==> src/rtl/led_pkg.sv <==
// Shared types and default sizing for the LED panel serializer.
// The LED_PISO_LATCH_EN build macro is consumed by led_piso_mux.
package led_pkg;
  localparam int DEF_NUM_CH = 4;
  localparam int DEF_WORD_W = 32;

  typedef enum logic [1:0] {
    IDLE  = 2'd0,
    SHIFT = 2'd1,
    LATCH = 2'd2
  } led_state_e;
endpackage

==> src/rtl/led_chan_shifter.sv <==
// One channel word: parallel load, left shift with zero fill, MSB tap.
module led_chan_shifter
  import led_pkg::*;
#(
  parameter int WORD_W = DEF_WORD_W
) (
  input  logic              clk,
  input  logic              rst,
  input  logic              load,
  input  logic [WORD_W-1:0] load_data,
  input  logic              shift_en,
  output logic              msb
);
  logic [WORD_W-1:0] sr;

  // load wins so a frame-end reload can coincide with the final shift
  always_ff @(posedge clk) begin
    if (rst)           sr <= '0;
    else if (load)     sr <= load_data;
    else if (shift_en) sr <= {sr[WORD_W-2:0], 1'b0};
  end

  assign msb = sr[WORD_W-1];
endmodule

==> src/rtl/led_piso_mux.sv <==
// Frame-buffered parallel-in/serial-out mux for LED panels, channel 0 first, MSB first.
// Define LED_PISO_LATCH_EN to insert a one-cycle latch strobe after every frame.
module led_piso_mux
  import led_pkg::*;
#(
  parameter int NUM_CH = DEF_NUM_CH,
  parameter int WORD_W = DEF_WORD_W
) (
  input  logic                     clk,
  input  logic                     rst,
  input  logic                     load_valid,
  output logic                     load_ready,
  input  logic [NUM_CH*WORD_W-1:0] data_in,
  output logic                     data_out,
  output logic                     data_valid,
  output logic                     frame_done,
  output logic                     latch
);
  localparam int BIT_W = $clog2(WORD_W);
  localparam int CH_W  = (NUM_CH > 1) ? $clog2(NUM_CH) : 1;
  localparam logic [BIT_W-1:0] BIT_LAST = BIT_W'(WORD_W - 1);
  localparam logic [CH_W-1:0]  CH_LAST  = CH_W'(NUM_CH - 1);

  led_state_e                     state;
  logic [NUM_CH-1:0][WORD_W-1:0]  pend, src;
  logic                           pend_full, accept, last_bit, have_next, reload;
  logic [BIT_W-1:0]               bit_cnt;
  logic [CH_W-1:0]                ch_cnt;
  logic [NUM_CH-1:0]              msb, shift_en;

  assign load_ready = !pend_full && !rst;
  assign accept     = load_valid && load_ready;
  assign have_next  = pend_full || accept;
  // with the pending slot empty, a same-edge load bypasses straight into the shifters
  assign src        = pend_full ? pend : data_in;
  assign last_bit   = (state == SHIFT) && (bit_cnt == BIT_LAST) && (ch_cnt == CH_LAST);

`ifdef LED_PISO_LATCH_EN
  assign reload = ((state == IDLE) && pend_full) || ((state == LATCH) && have_next);
`else
  assign reload = ((state == IDLE) && pend_full) || (last_bit && have_next);
`endif

  always_ff @(posedge clk) begin
    if (rst) begin
      pend      <= '0;
      pend_full <= 1'b0;
    end else if (reload && pend_full) begin
      pend_full <= 1'b0;
    end else if (accept && !reload) begin
      pend      <= data_in;
      pend_full <= 1'b1;
    end
  end

  genvar i;
  generate
    for (i = 0; i < NUM_CH; i++) begin : g_ch
      assign shift_en[i] = (state == SHIFT) && (ch_cnt == CH_W'(i));
      led_chan_shifter #(.WORD_W(WORD_W)) u_sh (
        .clk       (clk),
        .rst       (rst),
        .load      (reload),
        .load_data (src[i]),
        .shift_en  (shift_en[i]),
        .msb       (msb[i])
      );
    end
  endgenerate

  always_ff @(posedge clk) begin
    if (rst) begin
      state      <= IDLE;
      bit_cnt    <= '0;
      ch_cnt     <= '0;
      data_out   <= 1'b0;
      data_valid <= 1'b0;
      frame_done <= 1'b0;
    end else begin
      data_out   <= 1'b0;
      data_valid <= 1'b0;
      frame_done <= 1'b0;
      case (state)
        IDLE: begin
          if (pend_full) begin
            state   <= SHIFT;
            bit_cnt <= '0;
            ch_cnt  <= '0;
          end
        end
        SHIFT: begin
          data_out   <= msb[ch_cnt];
          data_valid <= 1'b1;
          frame_done <= last_bit;
          if (bit_cnt == BIT_LAST) begin
            bit_cnt <= '0;
            ch_cnt  <= (ch_cnt == CH_LAST) ? '0 : ch_cnt + CH_W'(1);
          end else begin
            bit_cnt <= bit_cnt + BIT_W'(1);
          end
          if (last_bit) begin
`ifdef LED_PISO_LATCH_EN
            state <= LATCH;
`else
            state <= have_next ? SHIFT : IDLE;
`endif
          end
        end
`ifdef LED_PISO_LATCH_EN
        LATCH: state <= have_next ? SHIFT : IDLE;
`endif
        default: state <= IDLE;
      endcase
    end
  end

`ifdef LED_PISO_LATCH_EN
  logic latch_q;
  always_ff @(posedge clk) begin
    if (rst) latch_q <= 1'b0;
    else     latch_q <= (state == LATCH);
  end
  assign latch = latch_q;
`else
  assign latch = 1'b0;
`endif
endmodule

==> config.mk <==
export PLATFORM = sky130hd
export DESIGN_NAME = led_piso_mux
export DESIGN_NICKNAME = d
export VERILOG_FILES = /design/src/rtl/led_pkg.sv /design/src/rtl/led_chan_shifter.sv /design/src/rtl/led_piso_mux.sv
export SDC_FILE = /design/constraint.sdc
export NUM_CORES = 1
export LEC_CHECK = 0
export ABC_AREA = 1
export ABC_CLOCK_PERIOD_IN_PS = 4400
export BUFFER_PORTS_ARGS = -buffer_cell sky130_fd_sc_hd__buf_2
export CAP_MARGIN = 20
export CORE_UTILIZATION = 60
export DETAILED_ROUTE_END_ITERATION = 12
export HOLD_SLACK_MARGIN = 0.08
export PLACE_DENSITY = 0.86
export SYNTH_ARGS = -nofsm -noshare
export SYNTH_HDL_FRONTEND = slang
export SYNTH_SLANG_ARGS = --single-unit
export TNS_END_PERCENT = 5
==> constraint.sdc <==
create_clock -name clk -period 4.4 [get_ports clk]
set_input_delay 0.88 -clock clk [delete_from_list [all_inputs] [get_ports clk]]
set_output_delay 0.88 -clock clk [all_outputs]
set_load 0.02 [all_outputs]
---- Word-level counts from Yosys, hierarchy flattened ----
Cells that the tools add are included.
word-level totals
  word-level logic and storage cells ...... 81
  bits in registers ....................... 269
  input bits .............................. 131
  output and inout port bits .............. 5
cells by class
  $lt $le $gt $ge ......................... 1
  eq/ne operators ......................... 8
  add/subtract/negate cells ............... 2
  bitwise operators ....................... 2
  multiplexer cells ....................... 23
  reductions and logical operators ........ 30
operators by type and width
  operator                                                                  number
  32-bit two-way mux                                                        8
  128-bit two-way mux                                                       1
  1-bit logical AND                                                         12
  2-bit two-way mux                                                         5
  5-bit two-way mux                                                         2
  5-bit one-hot mux with 2 select lines                                     1
  2-bit nonzero test                                                        5
  2-bit one-hot mux with 2 select lines                                     2
  2-bit AND reduction                                                       3
  5-bit by 1-bit adder with 5-bit output (second input constant)            1
  5-bit == test (second input constant)                                     1
  2-bit by 1-bit == test with 1-bit output (second input constant)          2
  2-bit == test (second input constant)                                     2
  2-bit zero test                                                           2
  2-bit inequality test (second input constant)                             2
  2-bit OR reduction                                                        2
  1-bit zero test                                                           3
  2-bit by 3-bit < comparator with 1-bit output (second input constant)     1
  1-bit two-way mux                                                         3
  3-bit AND reduction                                                       1
  2-bit by 1-bit adder with 2-bit output (second input constant)            1
  1-bit binary-select mux with 2-bit select                                 1
  1-bit logical OR                                                          2
  2-bit by 1-bit inequality test with 1-bit output (second input constant)  1
  1-bit NOT                                                                 2

---- Depth between registers and ports, before layout ----
Gate-level depths: netlist of the first run.
  word-level depth ........................ 9
  depth in mapped cells ................... 12
  mapped depth without buffers ............ 10

---- By module ----
From an unflattened synthesis of the first run, not the netlist that was laid out.
second synthesis, totals
  cells, all modules ...................... 2152
  area total of the unflattened synthesis .. 13505.5 µm²
by module, submodules not included
  module            area each (µm²)  sequential area each (µm²)  instances  cells each
  led_piso_mux      7239.4           2802.7                      1          1184
  led_chan_shifter  1566.5           640.6                       4          242

---- Least setup slack after synthesis of the first run ----
No wires, ideal clock.
  path type ............................... in2out
  start point ............................. input port rst
  end point ............................... output port load_ready
  setup slack ............................. 2.331 ns
  stages on the path ...................... 1
  arrival ................................. 1.189 ns
  data required time ...................... 3.520 ns
  path buffers ............................ 0
  cell sequence ........................... nor2_1
between the ends
  cells in the longest elaborated chain, start to end .. 2
ends and longest elaborated chain
  item               line                source
  start, declared    led_piso_mux.sv:10  input logic rst,
  1-bit zero test    led_piso_mux.sv:31  assign load_ready = !pend_full && !rst;
  1-bit logical AND  led_piso_mux.sv:31
  end, declared      led_piso_mux.sv:12  output logic load_ready,
Every way passes these cells.

---- Final worst setup path of the first run ----
  start point ............................. register bit_cnt[0]
  end point ............................... register pend[58] (netlist name)
between the ends
  cells in the longest elaborated chain, start to end .. 8
  elaborated cells between the ends (all ways) .. 10
  those cells by class .................... eq/ne (1); bitwise (1); reduce/logical (8)
ends and longest elaborated chain
  item                                                         line                                    source
  start, declared                                              led_piso_mux.sv:27                      logic [BIT_W-1:0] bit_cnt;
  start signal, assigned                                       led_piso_mux.sv:99                      bit_cnt <= bit_cnt + BIT_W'(1);
  5-bit == test *                                              led_piso_mux.sv:36                      assign last_bit = (state == SHIFT) && (bit_cnt == BIT_LAST) && (ch_cnt == CH_LAST);
  1-bit logical AND * (2 in series)                            led_piso_mux.sv:36
  1-bit logical AND *                                          led_piso_mux.sv:41                      assign reload = ((state == IDLE) && pend_full) || (last_bit && have_next);
  1-bit logical OR *                                           led_piso_mux.sv:41
  1-bit zero test / 1-bit logical AND (equally long branches)  led_piso_mux.sv:50, led_piso_mux.sv:48
  1-bit logical AND / 1-bit NOT (equally long branches)        --
  2-bit AND reduction (no line) *                              --
  end signal, assigned                                         led_piso_mux.sv:51                      pend <= data_in;
  end, declared                                                led_piso_mux.sv:25                      logic [NUM_CH-1:0][WORD_W-1:0] pend, src;
Every way passes the cells marked *; elsewhere a longest branch is shown, timed or not.
A chain may end at the register's enable or synchronous reset.

==> results of run 1 <==
==> synth_stat cells, drive strengths merged <==
cell	instances
nand2	773
dfxtp	268
inv	267
nor2	266
nand3	255
o21ai	136
a21oi	133
buf	98
clkbuf	68
ha	6
a32o	2
nor3	2
a21boi	1
a31oi	1
conb	1
nor3b	1
==> stage by stage <==
stage	area, µm²	setup slack (ns)	std cells	hold WS [ns]
floorplan	13800	2.33	2278	0.445
global placement	14300	0.995	2547	0.454
detailed placement	14300	0.869	2547	0.461
CTS	15300	0.819	2601	0.469
global route	15300	0.488	2602	0.485
finish	15300	0.755	2602	0.470
==> power breakdown <==
| part | switching [µW] | total [µW] | internal [µW] |
|---|---|---|---|
| Sequential | 89.4 | 2670 | 2580 |
| Combinational | 510 | 760 | 249 |
| Clock | 1000 | 2580 | 1580 |
| Total | 1600 | 6010 | 4410 |
==> cells in the final DEF (no fill, tap or decap), types with 2 or more instances in the layout <==
master     netlist  layout
buf_4           30      14
clkbuf_8         0       8
buf_12           0       3
buf_2           53     133
o21ai_0        128     128
nor2_1         265     265
bufinv_16        0       4
clkinv_2         0       5
a32o_1           2       2
nor3_1           2       2
inv_1          265     263
nand2_1        771     771
a21oi_1        133     133
inv_4            0       2
ha_1             6       6
o21ai_1          8       7
nand3_1        255     255
clkbuf_16        0      29
dfxtp_1        268     267
clkbuf_1        68       7
==> flip-flops by register name, indices dropped and copies added, names as in the netlist <==
signal and flops:
bit_cnt 5, g_ch.u_sh.sr 128, pend 128, state 1, ch_cnt 2, pend_full 1
data_out 1, frame_done 1, data_valid 1
==> worst register-to-register path, delay by kind of cell, from the launching register on <==
kind,cells,cell delay (ns)
buf+inv,2,0.89
compound gates,1,0.28
flops,1,0.33
simple gates,5,1.68
fa+ha+maj,2,0.41
==> worst paths after layout <==
| kind | from | endpoint | slack [ns] | depth (start not counted) |
|---|---|---|---|---|
| max reg2reg | bit_cnt[0]$_SDFFE_PP0P_ | pend[58]$_SDFFE_PP0P_ | 0.75 | 10 |
| min reg2reg | bit_cnt[3]$_SDFFE_PP0P_ | bit_cnt[3]$_SDFFE_PP0P_ | 0.47 | 2 |
| min | bit_cnt[3]$_SDFFE_PP0P_ | bit_cnt[3]$_SDFFE_PP0P_ | 0.47 | 2 |
| max | bit_cnt[0]$_SDFFE_PP0P_ | pend[58]$_SDFFE_PP0P_ | 0.75 | 10 |
==> per-layer routing <==
| layer | global-route usage | up-vias | share of wire |
|---|---|---|---|
| met1 | 0.362 | 6299 | 0.43 |
| li1 | - | 7012 | - |
| met3 | 0.0338 | 68 | 0.061 |
| met4 | 0.104 | 0 | 0.025 |
| met2 | 0.505 | 424 | 0.48 |
| met5 | 0 | - | 0 |
==> cells by family (layout without fill, tap and decap cells) <==
kind of cell / count (synthesis) / in the layout
AO/OA/AOI/OAI: 273 / 273
other: 1 / 2
AND/OR/NAND/NOR: 1297 / 1297
buffers and inverters: 433 / 471
flip-flops: 268 / 268
adder cells (fa/ha/maj): 6 / 6
==> cell type report <==
class,count,share of cell area
Antenna cell,1,0.000164
Clock buffer,44,0.0564
Clock inverter,10,0.0102
Inverter,267,0.0660
Multi-Input combinational cell,1577,0.438
Sequential cell,268,0.351
Tap cell,285,0.0233
Timing Repair Buffer,150,0.0544
==> qor.csv, run 1 <==
stage,metric,value,unit
global_route,grt_max_degree,140,
power,peakVddDrop,0.000275,V
synthesis,synth_cell_types,23,
final_layout,fin_util,0.675,
synthesis,synth_xor_area_frac,0,
critical_path,cp.required,4.87,ns
final_layout,layout-drive-gt1-share,0.0889,
routing,drcViolationCount,0,
synthesis,syn-cell-area,13800,µm²
sta,slew_viol_final,0,
routing,first_pass_iters,5,
power,power_leakage,0.00763,µW
sta,rsz0062_at_grt,false,
critical_path,critical-path-top-delay-family,simple AND/OR/NAND/NOR gates,
critical_path,start_kind,flop,
synthesis,synth_adder_area_share,0.00542,
synthesis,netlist_instances,2278,
synthesis,ys.warnings.count,0,
critical_path,crit_type,flop to flop,
routing,vias,13803,
global_route,antenna_found_initial,1,
synthesis,yosys.area_share.simple,0.376,
die,die_x,154,µm
sta,hold_viol,0,
synthesis,synth_top_family_by_area,simple AND/OR/NAND/NOR gates,
synthesis,synthesis.nets,2415,
critical_path,cpMostUsedCell,ha_1,
global_route,grt.overflow.total,0,
synthesis,synth-seq-cells,268,
sta,fin_skew,0.0101,ns
critical_path,worstPathArrival,4.12,ns
synthesis,synth_area_leaders,"dfxtp_1, nand2_1, nand3_1",
sta,tightest_slew,1.08,ns
final_layout,regArea,5370,µm²
clock_tree,clockRootBuffer,clkbuf_16,
critical_path,cp-end-kind,flop,
final_layout,fillers,1996,
sta,finalSetupTns,0,ns
die,core_region_area,22600,µm²
worst_hold_path,min_path_type,flop to flop,
clock_tree,clockBufferDepth,3,
routing,viasPerCell,5.30,
flow_run,maxCapViolCount,0,
placed_design,finalWeightedCongestion,0.803,
clock_tree,ctsHoldBuffers,0,
routing,antenna_left,0,
sta,min_period,3.65,ns
clock_tree,postCtsResizedCells,0,
global_route,grt_first_pass_wirelength,57.7,mm
global_route,grt_usage,0.287,
clock_tree,cts_tree,yes,
clock_tree,numCtsBuffers,29,
synthesis,yosysTopAreaCellShare,0.387,
power,power.total,6010,µW
die,ioPinCount,136,
critical_path,critPathMaxStageDelay,0.95,ns
die,die_area,23700,µm²
critical_path,cp_max_fo,82,
final_layout,multi_input_area,6700,µm²
critical_path,cp_cell_sequence,ha_1 > inv_1 > nor3_1 > ha_1 > nand3_1 > nand2_4 > nor2_4 > buf_4 > o21ai_0 > nor2_1,
placed_design,dp_hpwl,19.0,mm
die,start_util,0.612,
clock_tree,clock_latency,0.55,ns
routing,drtIter0Drc,1178,
sta,max_freq,274,MHz
synthesis,synth.largest_area_cell,dfxtp_1,
status,status,finished clean,
clock_tree,cts_sinks,268,
synthesis,synth_compound_area_frac,0.0997,
die,die_h,154,µm
sta,setup_violations,0,
power,pwr_density_cell,393,nW/µm²
routing,routed_wl,34.1,mm
sta,post-route-period-util,0.828,
sta,maxSlewHeadroom,0.280,
synthesis,ys_seq_area_frac,0.387,
die,row_count,55,
global_route,grt_pass1_vias,12724,
synthesis,synth_mux_area_frac,0,
final_layout,fin_nets,2430,
clock_tree,cts-htree-levels,1,
clock_tree,clk_pin_slew,0.06,ns
synthesis,avgSynthCellArea,6.08,µm²
routing,wire_per_inst,13.1,µm
clock_tree,cts_setup_buffers,0,
final_layout,area_growth,10.4,%
critical_path,cpMaxStageDelayCell,nor2_4,
critical_path,path_buf_inv,2,
placed_design,io_buffers,134,
No activity file was read; power rests on OpenSTA's default activity.
==> run 2, diff against run 1 <==
--- a/config.mk
+++ b/config.mk
@@ -6,7 +6,7 @@
 export NUM_CORES = 1
 export LEC_CHECK = 0
 export ABC_AREA = 1
-export ABC_CLOCK_PERIOD_IN_PS = 4400
+export ABC_CLOCK_PERIOD_IN_PS = 3800
 export BUFFER_PORTS_ARGS = -buffer_cell sky130_fd_sc_hd__buf_2
 export CAP_MARGIN = 20
 export CORE_UTILIZATION = 60
==> constraint.sdc (replaced) <==
create_clock -name clk -period 3.8 [get_ports clk]
set_input_delay 0.76 -clock clk [delete_from_list [all_inputs] [get_ports clk]]
set_output_delay 0.76 -clock clk [all_outputs]
set_load 0.02 [all_outputs]
==> run 2 against run 1 <==
  * Sequential cell count did not move
  * Sequential share of layout area is essentially flat
  * Die area stayed put
  * Register-to-register slack improved by 0.30 ns
  * Non-clock buffer count rose by 6
  * Fmax rose by 33%
  * Critical path depth rose by 1
  * Largest power group unchanged
  * Highest routed layer unchanged
==> qor.csv, run 2 (same netlist as run 1, synthesis figures left out) <==
stage,metric,value,unit,change
status,status,finished clean,,unchanged
final_layout,regArea,5370,µm²,unchanged
global_route,grt.overflow.total,0,,unchanged
global_route,grt_first_pass_wirelength,57.0,mm,was 57.7 mm
clock_tree,clockBufferDepth,3,,unchanged
clock_tree,cts_setup_buffers,0,,unchanged
placed_design,pre_cts_slack,0.980,ns,was 0.869 ns
power,peakVddDrop,0.000337,V,was 0.000275 V
global_route,grt_max_degree,134,,was 140
die,die_h,154,µm,unchanged
critical_path,crit_path_start,bit_cnt[0]$_SDFFE_PP0P_,,unchanged
clock_tree,numCtsBuffers,28,,was 29
critical_path,crit_type,flop to flop,,unchanged
final_layout,final_common_cell,nand2_1,,unchanged
sta,post-route-period-util,0.722,,was 0.828
power,pwr_density_cell,439,nW/µm²,was 393 nW/µm²
die,core_region_area,22600,µm²,unchanged
critical_path,cp_max_fo,133,,was 82
die,die_x,154,µm,unchanged
final_layout,final_cell_mix,"nand2_1, dfxtp_1, nor2_1",,unchanged
sta,maxSlewHeadroom,0.297,,was 0.280
clock_tree,ctsHoldBuffers,0,,unchanged
critical_path,path_buf_inv,2,,unchanged
sta,min_period,2.75,ns,was 3.65 ns
final_layout,reg.largest.list,"g_ch.u_sh.sr: 128 flops, pend: 128 flops, bit_cnt: 5 flops",,unchanged
routing,vias,13682,,was 13803
routing,antenna_left,0,,unchanged
clock_tree,cts-htree-levels,1,,unchanged
sta,setup_violations,0,,unchanged
critical_path,r2r_start,bit_cnt[0]$_SDFFE_PP0P_,,unchanged
placed_design,finalWeightedCongestion,0.789,,was 0.803
placed_design,io_buffers,134,,unchanged
die,row_count,55,,unchanged
sta,rsz0062_at_grt,false,,unchanged
final_layout,fin_nets,2435,,was 2430
clock_tree,clockRootBuffer,clkbuf_16,,unchanged
sta,tightest_slew,1.06,ns,was 1.08 ns
clock_tree,postCtsResizedCells,0,,unchanged
final_layout,layout-drive-gt1-share,0.0919,,was 0.0889
critical_path,cp_cell_sequence,ha_1 > inv_1 > nor3_1 > ha_1 > nand3_1 > nand2_4 > nand2_8 > buf_4 > nand2_1 > nand2_1 > a21oi_1,,was ha_1 > inv_1 > nor3_1 > ha_1 > nand3_1 > nand2_4 > nor2_4 > buf_4 > o21ai_0 > nor2_1
routing,wire_per_inst,12.9,µm,was 13.1 µm
clock_tree,cts_sinks,268,,unchanged
routing,drcViolationCount,0,,unchanged
global_route,grt_pass1_vias,12911,,was 12724
global_route,antenna_found_initial,2,,was 1
critical_path,cp.required,4.27,ns,was 4.87 ns
final_layout,area_growth,10.2,%,was 10.4%
worst_hold_path,hold_path_end,pend[28]$_SDFFE_PP0P_,,was bit_cnt[3]$_SDFFE_PP0P_
final_layout,fillers,1960,,was 1996
worst_hold_path,min_path_type,input port to flop,,was flop to flop
sta,finalSetupTns,0,ns,unchanged
routing,routed_wl,33.6,mm,was 34.1 mm
sta,fin_ws,1.05,ns,was 0.755 ns
worst_hold_path,min_from,data_in[28],,was bit_cnt[3]$_SDFFE_PP0P_
critical_path,reg2reg_to,g_ch[0].u_sh.sr[9]$_SDFFE_PP0P_,,was pend[58]$_SDFFE_PP0P_
flow_run,maxCapViolCount,0,,unchanged
sta,slew_viol_final,0,,unchanged
sta,hold_viol,0,,unchanged
die,start_util,0.612,,unchanged
critical_path,cpMaxStageDelayCell,nand2_8,,was nor2_4
critical_path,critPathMaxStageDelay,0.48,ns,was 0.95 ns
worst_hold_path,hold_path_depth,3,,was 2
clock_tree,cts_tree,yes,,unchanged
critical_path,worstPathArrival,3.22,ns,was 4.12 ns
final_layout,multi_input_area,6700,µm²,unchanged
critical_path,start_kind,flop,,unchanged
global_route,grt_usage,0.282,,was 0.287
critical_path,rr_worst_depth,11,,was 10
die,die_area,23700,µm²,unchanged
placed_design,dp_hpwl,19.3,mm,was 19.0 mm
clock_tree,clock_latency,0.55,ns,about the same
routing,first_pass_iters,5,,unchanged
routing,viasPerCell,5.25,,was 5.30
critical_path,cp-end-kind,flop,,unchanged
die,ioPinCount,136,,unchanged
sta,fin_skew,0.0102,ns,was 0.0101 ns
critical_path,r2r_slack,1.05,ns,was 0.75 ns
clock_tree,clk_pin_slew,0.06,ns,about the same
sta,max_freq,364,MHz,was 274 MHz
power,power_leakage,0.00763,µW,about the same
critical_path,critical-path-top-delay-family,simple AND/OR/NAND/NOR gates,,unchanged
final_layout,fin_util,0.674,,was 0.675
routing,drtIter0Drc,997,,was 1178
[run 2: how the worst max path moves through the flow]
stage,cells past startpoint,to
finish,11,g_ch[0].u_sh.sr[9]$_SDFFE_PP0P_
global route,11,g_ch[2].u_sh.sr[16]$_SDFFE_PP0P_
detailed placement,7,g_ch[3].u_sh.sr[24]$_SDFFE_PP0P_
CTS,11,g_ch[3].u_sh.sr[24]$_SDFFE_PP0P_
global placement,5,ch_cnt[0]$_SDFFE_PP0P_
floorplan,8,pend[0]$_SDFFE_PP0P_
[run 2: worst reg2reg max path, cell delays in order, from the launching register on]
cell and delay, ns:
dfxtp_1 0.39, ha_1 0.19, inv_1 0.05, nor3_1 0.13
ha_1 0.20, nand3_1 0.20, nand2_4 0.33, nand2_8 0.48
buf_4 0.44, nand2_1 0.08, nand2_1 0.05, a21oi_1 0.12
[run 2: power breakdown]
group,total (µW),internal (µW),switching [µW]
Combinational,895,297,598
Clock,2730,1590,1130
Sequential,3080,2980,94.8
[run 2: area by class of cell]
| type | count | share of cell area |
|---|---|---|
| antenna | 2 | 0.000328 |
| sequential | 268 | 0.352 |
| multi-input combinational | 1577 | 0.439 |
| inverter | 267 | 0.0661 |
| tap | 285 | 0.0234 |
| clock inverter | 11 | 0.00639 |
| clock buffer | 39 | 0.0545 |
| timing repair buffer | 156 | 0.0590 |
[run 2: layer usage]
metal  up-vias  routed length, µm  GRT usage  share of wire
li1       7030                  -          -              -
met1      6232              14500      0.337           0.43
met5         -                  0          0              0
met2       357              16400      0.518           0.49
met4         0                840     0.0990          0.025
met3        63               1760     0.0358          0.053
[run 2: per-stage QoR]
step | total power [µW] | instance area, µm² | instances | hold WS (ns)
after global routing | 6980 | 15300 | 2604 | 0.446
after CTS | 6740 | 15300 | 2603 | 0.434
after global placement | 3990 | 14300 | 2553 | 0.452
final | 6700 | 15300 | 2605 | 0.446
after floorplan | 3770 | 13800 | 2278 | 0.445
after detailed placement | 4020 | 14300 | 2553 | 0.474
==> run 3, diff against run 2 <==
--- a/config.mk
+++ b/config.mk
@@ -6,7 +6,7 @@
 export NUM_CORES = 1
 export LEC_CHECK = 0
 export ABC_AREA = 1
-export ABC_CLOCK_PERIOD_IN_PS = 3800
+export ABC_CLOCK_PERIOD_IN_PS = 2760
 export BUFFER_PORTS_ARGS = -buffer_cell sky130_fd_sc_hd__buf_2
 export CAP_MARGIN = 20
 export CORE_UTILIZATION = 60
==> constraint.sdc (replaced) <==
create_clock -name clk -period 2.76 [get_ports clk]
set_input_delay 0.552 -clock clk [delete_from_list [all_inputs] [get_ports clk]]
set_output_delay 0.552 -clock clk [all_outputs]
set_load 0.02 [all_outputs]
==> run 3 against run 2 <==
  * Register-to-register slack got worse by 0.83 ns
  * Clock power rose by 45%
  * Utilization increased by 0.64 points
  * Routed wire length is 0.75% higher
  * Die area is the same
  * Cell count grew 0.23%
  * Sequential cell count is the same
  * Critical path depth is 1 lower
  * Non-clock buffer count rose by 6
  * Global-route usage grew 0.60 points
  * Combinational power up 41%
  * Clock skew rose by 0.0044 ns
  * Critical path type unchanged
  * Critical endpoint is now g_ch[1].u_sh.sr[30]$_SDFFE_PP0P_
  * Largest cell class unchanged
  * Highest routed layer unchanged
==> qor.csv, run 3 (same netlist as run 1, synthesis figures left out) <==
stage,metric,value,unit,change
critical_path,crit_type,flop to flop,,unchanged
critical_path,critPathCapture,g_ch[1].u_sh.sr[30]$_SDFFE_PP0P_,,was g_ch[0].u_sh.sr[9]$_SDFFE_PP0P_
final_layout,fillers,1879,,was 1960
sta,hold_ws,0.244,ns,was 0.446 ns
clock_tree,cts-htree-levels,1,,unchanged
routing,routed_wl,33.8,mm,was 33.6 mm
status,status,finished clean,,unchanged
worst_hold_path,hold_path_depth,3,,unchanged
clock_tree,clk_pin_slew,0.06,ns,about the same
global_route,grt_pass1_vias,13011,,was 12911
critical_path,start_kind,flop,,unchanged
routing,wire_per_inst,13.0,µm,was 12.9 µm
sta,max_freq,394,MHz,was 364 MHz
routing,top_layer,met4,,unchanged
clock_tree,clockRootBuffer,clkbuf_16,,unchanged
placed_design,io_buffers,134,,unchanged
power,power.switching,2530,µW,was 1830 µW
critical_path,rr_worst_depth,10,,was 11
routing,drtIter0Drc,1183,,was 997
final_layout,fin_nets,2442,,was 2435
sta,tightest_slew,1.04,ns,was 1.06 ns
final_layout,reg.largest.list,"g_ch.u_sh.sr: 128 flops, pend: 128 flops, bit_cnt: 5 flops",,unchanged
clock_tree,postCtsResizedCells,0,,unchanged
clock_tree,cts_tree,yes,,unchanged
clock_tree,cts_setup_buffers,0,,unchanged
die,die_x,154,µm,unchanged
sta,post-route-period-util,0.919,,was 0.722
final_layout,final_common_cell,nand2_1,,unchanged
clock_tree,ctsHoldBuffers,0,,unchanged
power,pwr_density_cell,614,nW/µm²,was 439 nW/µm²
routing,drcViolationCount,0,,unchanged
global_route,grt_usage,0.288,,was 0.282
routing,antenna_left,0,,unchanged
global_route,antenna_found_initial,1,,was 2
die,core_region_area,22600,µm²,unchanged
global_route,grt.overflow.total,0,,unchanged
sta,finalSetupTns,0,ns,unchanged
flow_run,maxCapViolCount,0,,unchanged
critical_path,cp.required,3.14,ns,was 4.27 ns
worst_hold_path,min_path_type,input port to flop,,unchanged
routing,wl_met1,14.7,mm,was 14.5 mm
final_layout,area_growth,11.3,%,was 10.2%
sta,hold_viol,0,,unchanged
die,die_area,23700,µm²,unchanged
global_route,grt_max_degree,134,,unchanged
power,internal-power,6940,µW,was 4870 µW
power,combPwrFrac,0.133,,was 0.134
power,switching_share,0.267,,was 0.273
clock_tree,numCtsBuffers,29,,was 28
power,clkPwrFrac,0.420,,was 0.407
sta,setup_violations,0,,unchanged
sta,min_period,2.54,ns,was 2.75 ns
routing,wl_met3,1.95,mm,was 1.76 mm
routing,viasPerCell,5.30,,was 5.25
final_layout,layout-drive-gt1-share,0.0938,,was 0.0919
power,peakVddDrop,0.000414,V,was 0.000337 V
final_layout,final_cell_mix,"nand2_1, dfxtp_1, nor2_1",,unchanged
sta,rsz0062_at_grt,false,,unchanged
critical_path,cp-end-kind,flop,,unchanged
critical_path,r2r_slack,0.22,ns,was 1.05 ns
placed_design,dp_hpwl,19.2,mm,was 19.3 mm
routing,vias,13834,,was 13682
sta,slew_viol_final,0,,unchanged
critical_path,cp_max_fo,77,,was 133
placed_design,finalWeightedCongestion,0.790,,was 0.789
critical_path,reg2reg_to,g_ch[1].u_sh.sr[30]$_SDFFE_PP0P_,,was g_ch[0].u_sh.sr[9]$_SDFFE_PP0P_
critical_path,r2r_start,bit_cnt[0]$_SDFFE_PP0P_,,unchanged
die,ioPinCount,136,,unchanged
global_route,grt_first_pass_wirelength,58.1,mm,was 57.0 mm
sta,fin_skew,0.0146,ns,was 0.0102 ns
clock_tree,clock_latency,0.54,ns,was 0.55 ns
critical_path,crit_path_start,bit_cnt[0]$_SDFFE_PP0P_,,unchanged
power,seq_power_share,0.447,,was 0.460
die,die_h,154,µm,unchanged
critical_path,worstPathArrival,2.92,ns,was 3.22 ns
power,power_leakage,0.00771,µW,was 0.00763 µW
sta,maxSlewHeadroom,0.305,,was 0.297
clock_tree,clockBufferDepth,3,,unchanged
clock_tree,cts_sinks,268,,unchanged
die,start_util,0.612,,unchanged
routing,wl_met2,16.1,mm,was 16.4 mm
die,row_count,55,,unchanged
routing,first_pass_iters,5,,unchanged
[run 3: cell count changes in the layout (fill, tap and decap cells not counted), sizes merged]
cell and delta:
buf +6, bufinv +2, clkbuf +2, clkinv -2, diode -1, inv -1
[run 3: power by group through the flow]
stage                     clock network (µW)  logic [µW]  registers (µW)
after global placement                     0        1220            4290
after global routing                    4180        1440            4250
final                                   3970        1260            4230
after detailed placement                   0        1250            4310
after CTS                               4010        1260            4230
after floorplan                            0         919            4270
[run 3: layout make-up]
class                      instances  area, µm²  area share
tap                              285        357      0.0231
inverter                         267       1010      0.0654
timing repair buffer             162        996      0.0646
clock buffer                      41        851      0.0552
sequential                       268       5370       0.348
antenna                            1       2.50    0.000162
clock inverter                    10        131     0.00853
multi-input combinational       1577       6700       0.434
[run 3: through the flow]
stage	total power [µW]	setup slack, ns	util	std cells	cell area [µm²]
4_1_cts	9500	0.225	0.681	2610	15400
6_report	9460	0.223	0.681	2611	15400
3_3_place_gp	5510	0.340	0.637	2559	14400
3_5_place_dp	5550	0.257	0.637	2559	14400
2_1_floorplan	5190	0.897	-	2278	13800
5_1_grt	9880	0.00568	0.681	2611	15400
[run 3: critical path: stages (launching register included)]
cell and delay (ns):
dfxtp_1 0.37, ha_1 0.17, inv_1 0.05, nor3_1 0.14, ha_1 0.21, nand3_1 0.17, nand2_4 0.18, buf_4 0.67
nand3_1 0.16, nand2_1 0.11, a21oi_1 0.06
[run 3: worst min path at each step]
stage,start,endpoint,slack [ns]
final,data_in[114],pend[114]$_SDFFE_PP0P_,0.24
after global routing,data_in[125],pend[125]$_SDFFE_PP0P_,0.25
after CTS,data_in[19],pend[19]$_SDFFE_PP0P_,0.24
after detailed placement,bit_cnt[3]$_SDFFE_PP0P_,bit_cnt[3]$_SDFFE_PP0P_,0.47
after global placement,bit_cnt[3]$_SDFFE_PP0P_,bit_cnt[3]$_SDFFE_PP0P_,0.45
after floorplan,bit_cnt[3]$_SDFFE_PP0P_,bit_cnt[3]$_SDFFE_PP0P_,0.44
[run 3: routing by layer]
| layer | vias to the layer above | GRT usage |
|---|---|---|
| li1 | 7041 | - |
| met1 | 6302 | 0.356 |
| met2 | 419 | 0.510 |
| met3 | 72 | 0.0335 |
| met4 | 0 | 0.117 |
| met5 | - | 0 |
